`config.mk`:
```
export PLATFORM = sky130hd
export DESIGN_NAME = tqvp_periph_initiator
export DESIGN_NICKNAME = d
export VERILOG_FILES = /design/src/rtl/tqvp_bus_pkg.sv /design/src/rtl/tqvp_cmd_fifo.sv /design/src/rtl/tqvp_periph_initiator.sv
export SDC_FILE = /design/constraint.sdc
export NUM_CORES = 1
export LEC_CHECK = 0
export CELL_PAD_IN_SITES_DETAIL_PLACEMENT = 1
export CELL_PAD_IN_SITES_GLOBAL_PLACEMENT = 2
export CORE_MARGIN = 2
export CORE_UTILIZATION = 38
export CTS_CLUSTER_DIAMETER = 200
export DETAILED_ROUTE_END_ITERATION = 8
export PLACE_DENSITY = 0.84
export SLEW_MARGIN = 20
export SYNTH_ARGS = -nofsm -noshare
export SYNTH_HDL_FRONTEND = slang
export SYNTH_SLANG_ARGS = --single-unit
```
`constraint.sdc`:
```
create_clock -name clk -period 2.8 [get_ports clk]
set_input_delay 0.84 -clock clk [delete_from_list [all_inputs] [get_ports clk]]
set_output_delay 0.84 -clock clk [all_outputs]
set_load 0.01 [all_outputs]
```
`src/rtl/tqvp_bus_pkg.sv`:
```
// tqvp_bus_pkg: size/strobe encodings, FSM states and command record shared by the peripheral initiator
//   exports SIZE_* encodings, BUS_IDLE strobe value, state_t, cmd_t and size_mask()
package tqvp_bus_pkg;
   localparam logic [1:0] SIZE_8       = 2'b00;
   localparam logic [1:0] SIZE_16      = 2'b01;
   localparam logic [1:0] SIZE_32      = 2'b10;
   localparam logic [1:0] SIZE_ILLEGAL = 2'b11;
   localparam logic [1:0] BUS_IDLE     = 2'b11;
   typedef enum logic [1:0] {IDLE, ISSUE, READ, RESP} state_t;
   typedef struct packed {
      logic        write;
      logic [1:0]  size;
      logic [5:0]  addr;
      logic [31:0] wdata;
   } cmd_t;
   function automatic logic [31:0] size_mask(input logic [1:0] s, input logic [31:0] d);
      return s == SIZE_8 ? {24'h0, d[7:0]} : s == SIZE_16 ? {16'h0, d[15:0]} : s == SIZE_32 ? d : 32'h0;
   endfunction
endpackage

```
`src/rtl/tqvp_cmd_fifo.sv`:
```
// tqvp_cmd_fifo: synchronous command FIFO, DEPTH entries (power of 2) of W bits
//   push/pop must be pre-qualified by the caller with !full / !empty
//   dout shows the head entry; full, empty and count reflect occupancy
module tqvp_cmd_fifo #(
   parameter int DEPTH = 4,
   parameter int W = 41
) (
   input  logic                     clk,
   input  logic                     rst_n,
   input  logic                     push,
   input  logic                     pop,
   input  logic [W-1:0]             din,
   output logic [W-1:0]             dout,
   output logic                     full,
   output logic                     empty,
   output logic [$clog2(DEPTH):0]   count
);
   localparam int AW = $clog2(DEPTH);
   localparam int CW = AW + 1;
   logic [W-1:0]  mem [DEPTH];
   logic [AW-1:0] wp, rp;
   assign dout  = mem[rp];
   assign full  = count == CW'(DEPTH);
   assign empty = count == '0;
   always_ff @(posedge clk)
      if (push) mem[wp] <= din;
   always_ff @(posedge clk or negedge rst_n)
      if (!rst_n) begin
         wp    <= '0;
         rp    <= '0;
         count <= '0;
      end else begin
         if (push) wp <= wp + AW'(1);
         if (pop) rp <= rp + AW'(1);
         count <= count + CW'(push) - CW'(pop);
      end
endmodule

```
`src/rtl/tqvp_periph_initiator.sv`:
```
// tqvp_periph_initiator: queued read/write initiator driving a TinyQV tqvp_* peripheral port
//   cmd_*  : command stream in (valid/ready), buffered in a FIFO_DEPTH-entry FIFO
//   rsp_*  : one response per command (write ack, masked read data, or error), held until rsp_ready
//   p_*    : peripheral address/data/strobes; strobes are 2'b11 when idle
//   busy   : FSM active or commands still queued
module tqvp_periph_initiator
   import tqvp_bus_pkg::*;
#(
   parameter int FIFO_DEPTH     = 4,
   parameter int TIMEOUT_CYCLES = 15
) (
   input  logic        clk,
   input  logic        rst_n,
   input  logic        cmd_valid,
   output logic        cmd_ready,
   input  logic        cmd_write,
   input  logic [1:0]  cmd_size,
   input  logic [5:0]  cmd_addr,
   input  logic [31:0] cmd_wdata,
   output logic        rsp_valid,
   input  logic        rsp_ready,
   output logic        rsp_write,
   output logic        rsp_error,
   output logic [31:0] rsp_rdata,
   output logic        busy,
   output logic [5:0]  p_address,
   output logic [31:0] p_wdata,
   output logic [1:0]  p_write_n,
   output logic [1:0]  p_read_n,
   input  logic [31:0] p_rdata,
   input  logic        p_ready
);
   state_t                      state;
   cmd_t                        cmd_in, head;
   logic                        full, empty, push, pop;
   logic [$clog2(FIFO_DEPTH):0] count;
   logic                        cur_write;
   logic [1:0]                  cur_size;
   logic [7:0]                  wait_cnt;
   assign cmd_in    = '{write: cmd_write, size: cmd_size, addr: cmd_addr, wdata: cmd_wdata};
   assign cmd_ready = !full;
   assign push      = cmd_valid && !full;
   assign pop       = state == IDLE && !empty;
   assign busy      = state != IDLE || count != '0;
   tqvp_cmd_fifo #(.DEPTH(FIFO_DEPTH), .W($bits(cmd_t))) u_fifo (
      .clk   (clk),
      .rst_n (rst_n),
      .push  (push),
      .pop   (pop),
      .din   (cmd_in),
      .dout  (head),
      .full  (full),
      .empty (empty),
      .count (count)
   );
   // Strobes are set on the IDLE->ISSUE edge so they are visible during ISSUE;
   // wait_cnt counts strobe cycles already shown, starting at 1 for the first.
   always_ff @(posedge clk or negedge rst_n)
      if (!rst_n) begin
         state     <= IDLE;
         cur_write <= 1'b0;
         cur_size  <= SIZE_8;
         wait_cnt  <= '0;
         p_address <= '0;
         p_wdata   <= '0;
         p_write_n <= BUS_IDLE;
         p_read_n  <= BUS_IDLE;
         rsp_valid <= 1'b0;
         rsp_write <= 1'b0;
         rsp_error <= 1'b0;
         rsp_rdata <= '0;
      end else begin
         case (state)
            IDLE: if (pop) begin
               cur_write <= head.write;
               cur_size  <= head.size;
               p_address <= head.addr;
               p_wdata   <= head.wdata;
               wait_cnt  <= 8'd1;
               if (head.size != SIZE_ILLEGAL) begin
                  if (head.write) p_write_n <= head.size;
                  else p_read_n <= head.size;
               end
               state <= ISSUE;
            end
            ISSUE, READ: begin
               if (cur_size == SIZE_ILLEGAL || cur_write || p_ready || wait_cnt == 8'(TIMEOUT_CYCLES)) begin
                  p_write_n <= BUS_IDLE;
                  p_read_n  <= BUS_IDLE;
                  rsp_valid <= 1'b1;
                  rsp_write <= cur_write;
                  rsp_error <= cur_size == SIZE_ILLEGAL || (!cur_write && !p_ready);
                  rsp_rdata <= cur_size != SIZE_ILLEGAL && !cur_write && p_ready ? size_mask(cur_size, p_rdata) : 32'h0;
                  state     <= RESP;
               end else begin
                  wait_cnt <= wait_cnt + 8'd1;
                  state    <= READ;
               end
            end
            RESP: if (rsp_ready) begin
               rsp_valid <= 1'b0;
               state     <= IDLE;
            end
            default: state <= IDLE;
         endcase
      end
endmodule

```
==> metrics.md <==
| Metric | Value |
|---|---|
| Status | completed |
| Worst Max-Slew Pin Slew | 0.6366 ns |
| Worst Setup Path Type | flop to output pin |
| Synthesized area per cell | 16.00 sq um |
| Final period utilization | 0.9525 |
| Vias in the first global route | 6,723 |
| Post-Place Setup Slack | 0.1532 ns |
| H-tree depth | 1 |
| Worst-Skew Late Latency | 0.55 ns |
| Area leader, netlist | edfxtp_1 |
| Ys flop type | edfxtp_1 |
| Post-synthesis simple-gate area fraction | 0.07450 |
| Setup crit end kind | output pin |
| Share of cells above drive strength 1 | 0.1663 |
| Multiplexer area fraction after synthesis | 0.1034 |
| Setup TNS | 0 ns |
| Fill cells | 2,542 |
| Post-Route WL | 23.92 mm |
| Yosys warning count | 0 |
| I/O pins | 157 |
| Synth Area in Adders | 0.01426 |
| Flop2flop setup slack | 0.50 ns |
| Syn nets | 725 |
| Synthesis-stage register bit count | 261 |
| PortBufs | 156 |
| Setup violations, final | 0 |
| Core Area | 26,210 sq um |
| Grt ovf | 0 |
| P&R area growth vs syn | 29.85% |
| Largest net degree at the start of global routing | 48 |
| Clk buf depth | 3 |
| Cells after Synth | 636 |
| Leakage | 5.032 nW |
| GPL Wtd Cong | 0.7457 |
| Root Buffer | clkbuf_16 |
| Slew Viols, Final | 0 |
| Power after layout | 15.02 mW |
| Relative slew slack | 0.5756 |
| Largest family of logic cells by synthesized area | multiplexers |
| TritonCTS clock tree | yes |
| Die ar. | 28,110 sq um |
| Post-synthesis compound-gate area fraction | 0.05950 |
| Clk_skew | 0.01288 ns |
| Vias | 6,005 |
| Residual DRC | 0 |
| Peak VDD IR | 0.6758 mV |
| Largest cells by area after synthesis | edfxtp_1, dfrtp_1, mux4_2 |
| CP startpoint kind | flop |
| Tightest Hold Check Type | primary input to async pin |
| Residual antenna-violating net count after detailed routing | 0 |
| Unrepaired setup endpoints after global routing | false |
| Commonest cells after routing, fill and taps aside | edfxtp_1, clkdlybuf4s50_1, nand2_1 |
| Post-synth EDFFs | 164 |
| Yosys top cell area share | 0.4839 |
| Initial Utilization | 0.3884 |
| Worst R2R Path Depth | 12 |
| Fmax | 0.3750 GHz |
| Detailed Routing Iterations Pass 1 | 4 |
| Cell row count | 59 |
| Vias per cell | 5.128 |
| Wirelength per Cell | 20.42 um |
| Die Span Y | 167.7 um |
| Max-cap violations | 0 |
| Final worst slack | 0.1331 ns |
| Initial antenna violation count | 0 |
| CP Max Fanout | 6 |
| 1st-iter DRT viols | 535 |
| Most common cell after layout, fill and taps aside | edfxtp_1 |
| Reg2Reg Capture Point | u_fifo.count[2] |
| Antenna cells | 0 |
| CTS Sinks | 261 |
| Total GRT Usage | 0.1741 |
| Cell variety after synth | 54 |
| Asr flop ratio synth | 0.3716 |
| Worst r2r src | state[0] |
| Register area share after synthesis | 0.7229 |
| Mapped cell area | 10,180 sq um |
| WP data required | 1.96 ns |
| Final-report hold violation count | 0 |
| First-pass GRT wire length | 38.53 mm |
| Clock-pin slew of the registers on the worst-case setup and hold paths | 0.06 ns |
| Die Wd | 167.7 um |
| CTS buffer count | 29 |
| Critical Path AT | 1.83 ns |
| Xor-xnor portion of the synthesized cell area | 0.004303 |
| Nets | 902 |
| Minimum period implied by the final worst setup slack | 2.667 ns |
| Power Density | 1137 nW/um^2 |
| Final HPWL DP | 14.62 mm |
==> through the flow <==
stage	instances	area (sq um)	utilization	hold slack (ns)
floorplan	636	10180	-	0.4742
detailed placement	1116	12240	0.4670	0.4689
finish	1171	13220	0.5043	0.2282
global placement	1116	12240	0.4670	0.4572
CTS	1171	13210	0.5041	0.2236
global route	1171	13220	0.5043	0.2290
==> power by group <==
part	leakage, nW	internal, mW	switching [mW]	total, mW
Sequential	2.73	5.32	0.681	6.00
Clock	0.469	2.27	1.54	3.81
Combinational	1.83	2.49	2.72	5.21
Total	5.03	10.1	4.95	15.0
==> synth_stat cells (3+ instances only) <==
master / n
and3_1: 5
nor2_1: 6
a22o_1: 17
o21ai_1: 28
a21oi_1: 4
buf_6: 3
mux2i_1: 5
edfxtp_1: 164
or2_2: 4
o21ai_0: 15
nand3_1: 13
ha_1: 10
mux4_2: 41
buf_2: 8
o211ai_1: 3
xnor2_1: 5
inv_1: 14
dfstp_2: 4
nand2_1: 138
dfrtp_1: 93
clkbuf_1: 15
mux2_1: 5
==> critical path, stage by stage, from the launching register on <==
cell and delay (ns):
dfrtp_1 0.48, nor2_1 0.08, nand2_1 0.16, clkdlybuf4s50_1 0.57
==> worst max-delay path by stage <==
| stage | startpoint | endpoint | slack, ns |
|---|---|---|---|
| 2_1_floorplan | u_fifo.count[1] | u_fifo.count[2] | 0.33 |
| 3_3_place_gp | p_ready | rsp_write | 0.20 |
| 3_5_place_dp | p_ready | rsp_write | 0.15 |
| 4_1_cts | u_fifo.count[1] | cmd_ready | 0.06 |
| 5_1_grt | state[0] | busy | 0.0003 |
| 6_report | u_fifo.count[0] | cmd_ready | 0.13 |
==> repair_timing <==
action | CTS | global route
buffers inserted | 1 | 0
gates resized for setup | 2 | 2
setup endpoints to repair | 1 | 2
hold buffers | 0 | 0
==> sequential cells by signal, indices dropped and copies added, names as in the netlist <==
| name | count |
|---|---|
| u_fifo.count | 3 |
| wait_cnt | 8 |
| cur_write | 1 |
| u_fifo.mem | 164 |
| p_write_n | 2 |
| rsp_write | 1 |
| u_fifo.wp | 2 |
| rsp_error | 1 |
| p_read_n | 2 |
| p_address | 6 |
| rsp_rdata | 32 |
| state | 2 |
| u_fifo.rp | 2 |
| rsp_valid | 1 |
| cur_size | 2 |
| p_wdata | 32 |
==> final cells by class <==
type | count | area, sq um | share of cell area
sequential | 261 | 7363 | 0.5572
clock buffer | 33 | 740.7 | 0.05605
clock inverter | 21 | 217.7 | 0.01647
multi-input combinational | 330 | 2635 | 0.1994
inverter | 15 | 56.30 | 0.004261
timing repair buffer | 176 | 1783 | 0.1349
tap | 335 | 419.2 | 0.03172
==> logic make-up after synthesis <==
family,count (synthesis)
DFF,261
and+or+nand+nor,177
AOI/OAI and AO/OA,84
muxes,53
buffers and inverters,45
adders and majority gates,11
xor gates and xnor gates,5
==> routing by layer <==
| layer | global-route usage | vias up | part of all wire |
|---|---|---|---|
| li1 | - | 2720 | - |
| met1 | 0.2265 | 3074 | 0.44 |
| met5 | 0 | - | 0 |
| met4 | 0.03819 | 0 | 0.019 |
| met3 | 0.03663 | 29 | 0.058 |
| met2 | 0.3022 | 182 | 0.49 |
(Power assumes the default switching activity.)
==> edit (same flow settings) <==
`FIFO_DEPTH`: 4 -> 8.
--- a/src/rtl/tqvp_periph_initiator.sv
+++ b/src/rtl/tqvp_periph_initiator.sv
@@ -7,5 +7,5 @@
    import tqvp_bus_pkg::*;
 #(
-   parameter int FIFO_DEPTH     = 4,
+   parameter int FIFO_DEPTH     = 8,
    parameter int TIMEOUT_CYCLES = 15
 ) (
Function: changed (Yosys sat finds a counterexample within 10 cycles, from zero or initial values and one cycle with rst_n low).
==> edit against the unedited design <==
Sequential share of layout area increased by 4.6 points; area after synthesis grew 61%; worst setup slack better by 0.018 ns; sequential cell count grew 167; wire length is 55% higher; first-iteration DRC count increased by 0.56%; power is 47% higher; non-clock buffer count is 13 higher; maximum frequency rose by 0.66%; utilization is 2.5 points lower; count of clock-buffer cells in the layout increased by 20; final area up 55%; clock power up 59%; highest routed layer is now met5.
==> edit: results (changes against the unedited design) <==
WL met3 - 2260 um (+62%)
Placed Cells - 1564 (+40%)
Initial antenna violation count - 2 (+2)
Post-Syn Area - 16400 um2 (+61%)
Power Density - 1070 nW/um2 (-5.5%)
NetSw - 0.00684 W (+38%)
Combinational cell power - 0.00694 W (+33%)
Register area - 12400 um2 (+68%)
First-pass GRT wire length - 57200 um (+49%)
DR vias - 8521 (+42%)
Metal2 WL - 18200 um (+56%)
Skew final - 0.0146 ns (+0.00175 ns)
Most frequent cells after synthesis - 328 x edfxtp_1, 96 x dfrtp_1, 95 x nand2_1
Most area-consuming cells after synthesis - edfxtp_1 60%, dfrtp_1 15%, mux4_2 11%
Status - finished, final reports clean
Clock sinks - 428 (+64%)
Net Count, Synth - 964 (+33%)
Skew-Pair Late Insertion Delay - 0.57 ns (+0.02 ns)
Multi-input gate count - 389 (+18%)
M3 GR Usage - 3.96% (+0.30 points)
Adder-Cell Fraction of Synth Area - 0.962% (-0.46 points)
TritonCTS buffer count - 45 (+55%)
Placed Area - 19000 um2 (+55%)
Routability cong. - 0.730 (-2.1%)
Total power - 0.0220 W (+47%)
Non-Clock Buffer Count - 189 (+7.4%)
Worst slew margin - 42.8% (-15 points)
Fill count - 4041 (+59%)
GRT Total Usage - 17.1% (-0.29 points)
Top flop regs - u_fifo.mem (328), p_wdata (32), rsp_rdata (32)
Mux contribution to synthesized area - 13.9% (+3.6 points)
Clock network area share - 7.34% (+0.090 points)
Layout cell share with drive strength beyond 1 - 19.1% (+2.5 points)
Max VDD drop - 494 uV (-27%)
Post-synthesis xor/xnor area fraction - 0.321% (-0.11 points)
Syn avg cell area - 18.8 um2 (+17%)
Slowest stage delay, CP - 0.50 ns (-0.07 ns)
Worst slack at placement - 0.0840 ns (-0.0692 ns)
Leak Pwr - 7.26 nW (+44%)
[edit: cell count changes after synthesis, sizes merged, moves of 4 or more]
| cell | before | now |
|---|---|---|
| edfxtp | 164 | 328 |
| nand2 | 139 | 95 |
| mux4 | 41 | 82 |
| mux2i | 5 | 41 |
| o21ai | 45 | 57 |
| clkbuf | 16 | 25 |
| nor2 | 6 | 14 |
| buf | 14 | 20 |
| mux2 | 7 | 2 |
| a2bb2oi | 0 | 4 |
| o211ai | 6 | 2 |
| or2 | 4 | 0 |
[edit: final timing paths]
| path | from | endpoint | slack (ns) |
|---|---|---|---|
| worst max register to register | wait_cnt[5] | rsp_rdata[30] | 0.51 |
| min in group clk | rsp_rdata[2] | rsp_rdata[2] | 0.47 |
| worst min register to register | rsp_rdata[2] | rsp_rdata[2] | 0.47 |
| worst min-delay path | rst_n | rsp_rdata[13] | 0.25 |
| max in group asynchronous | rst_n | p_wdata[5] | 1.93 |
| worst max-delay path | u_fifo.count[1] | cmd_ready | 0.15 |
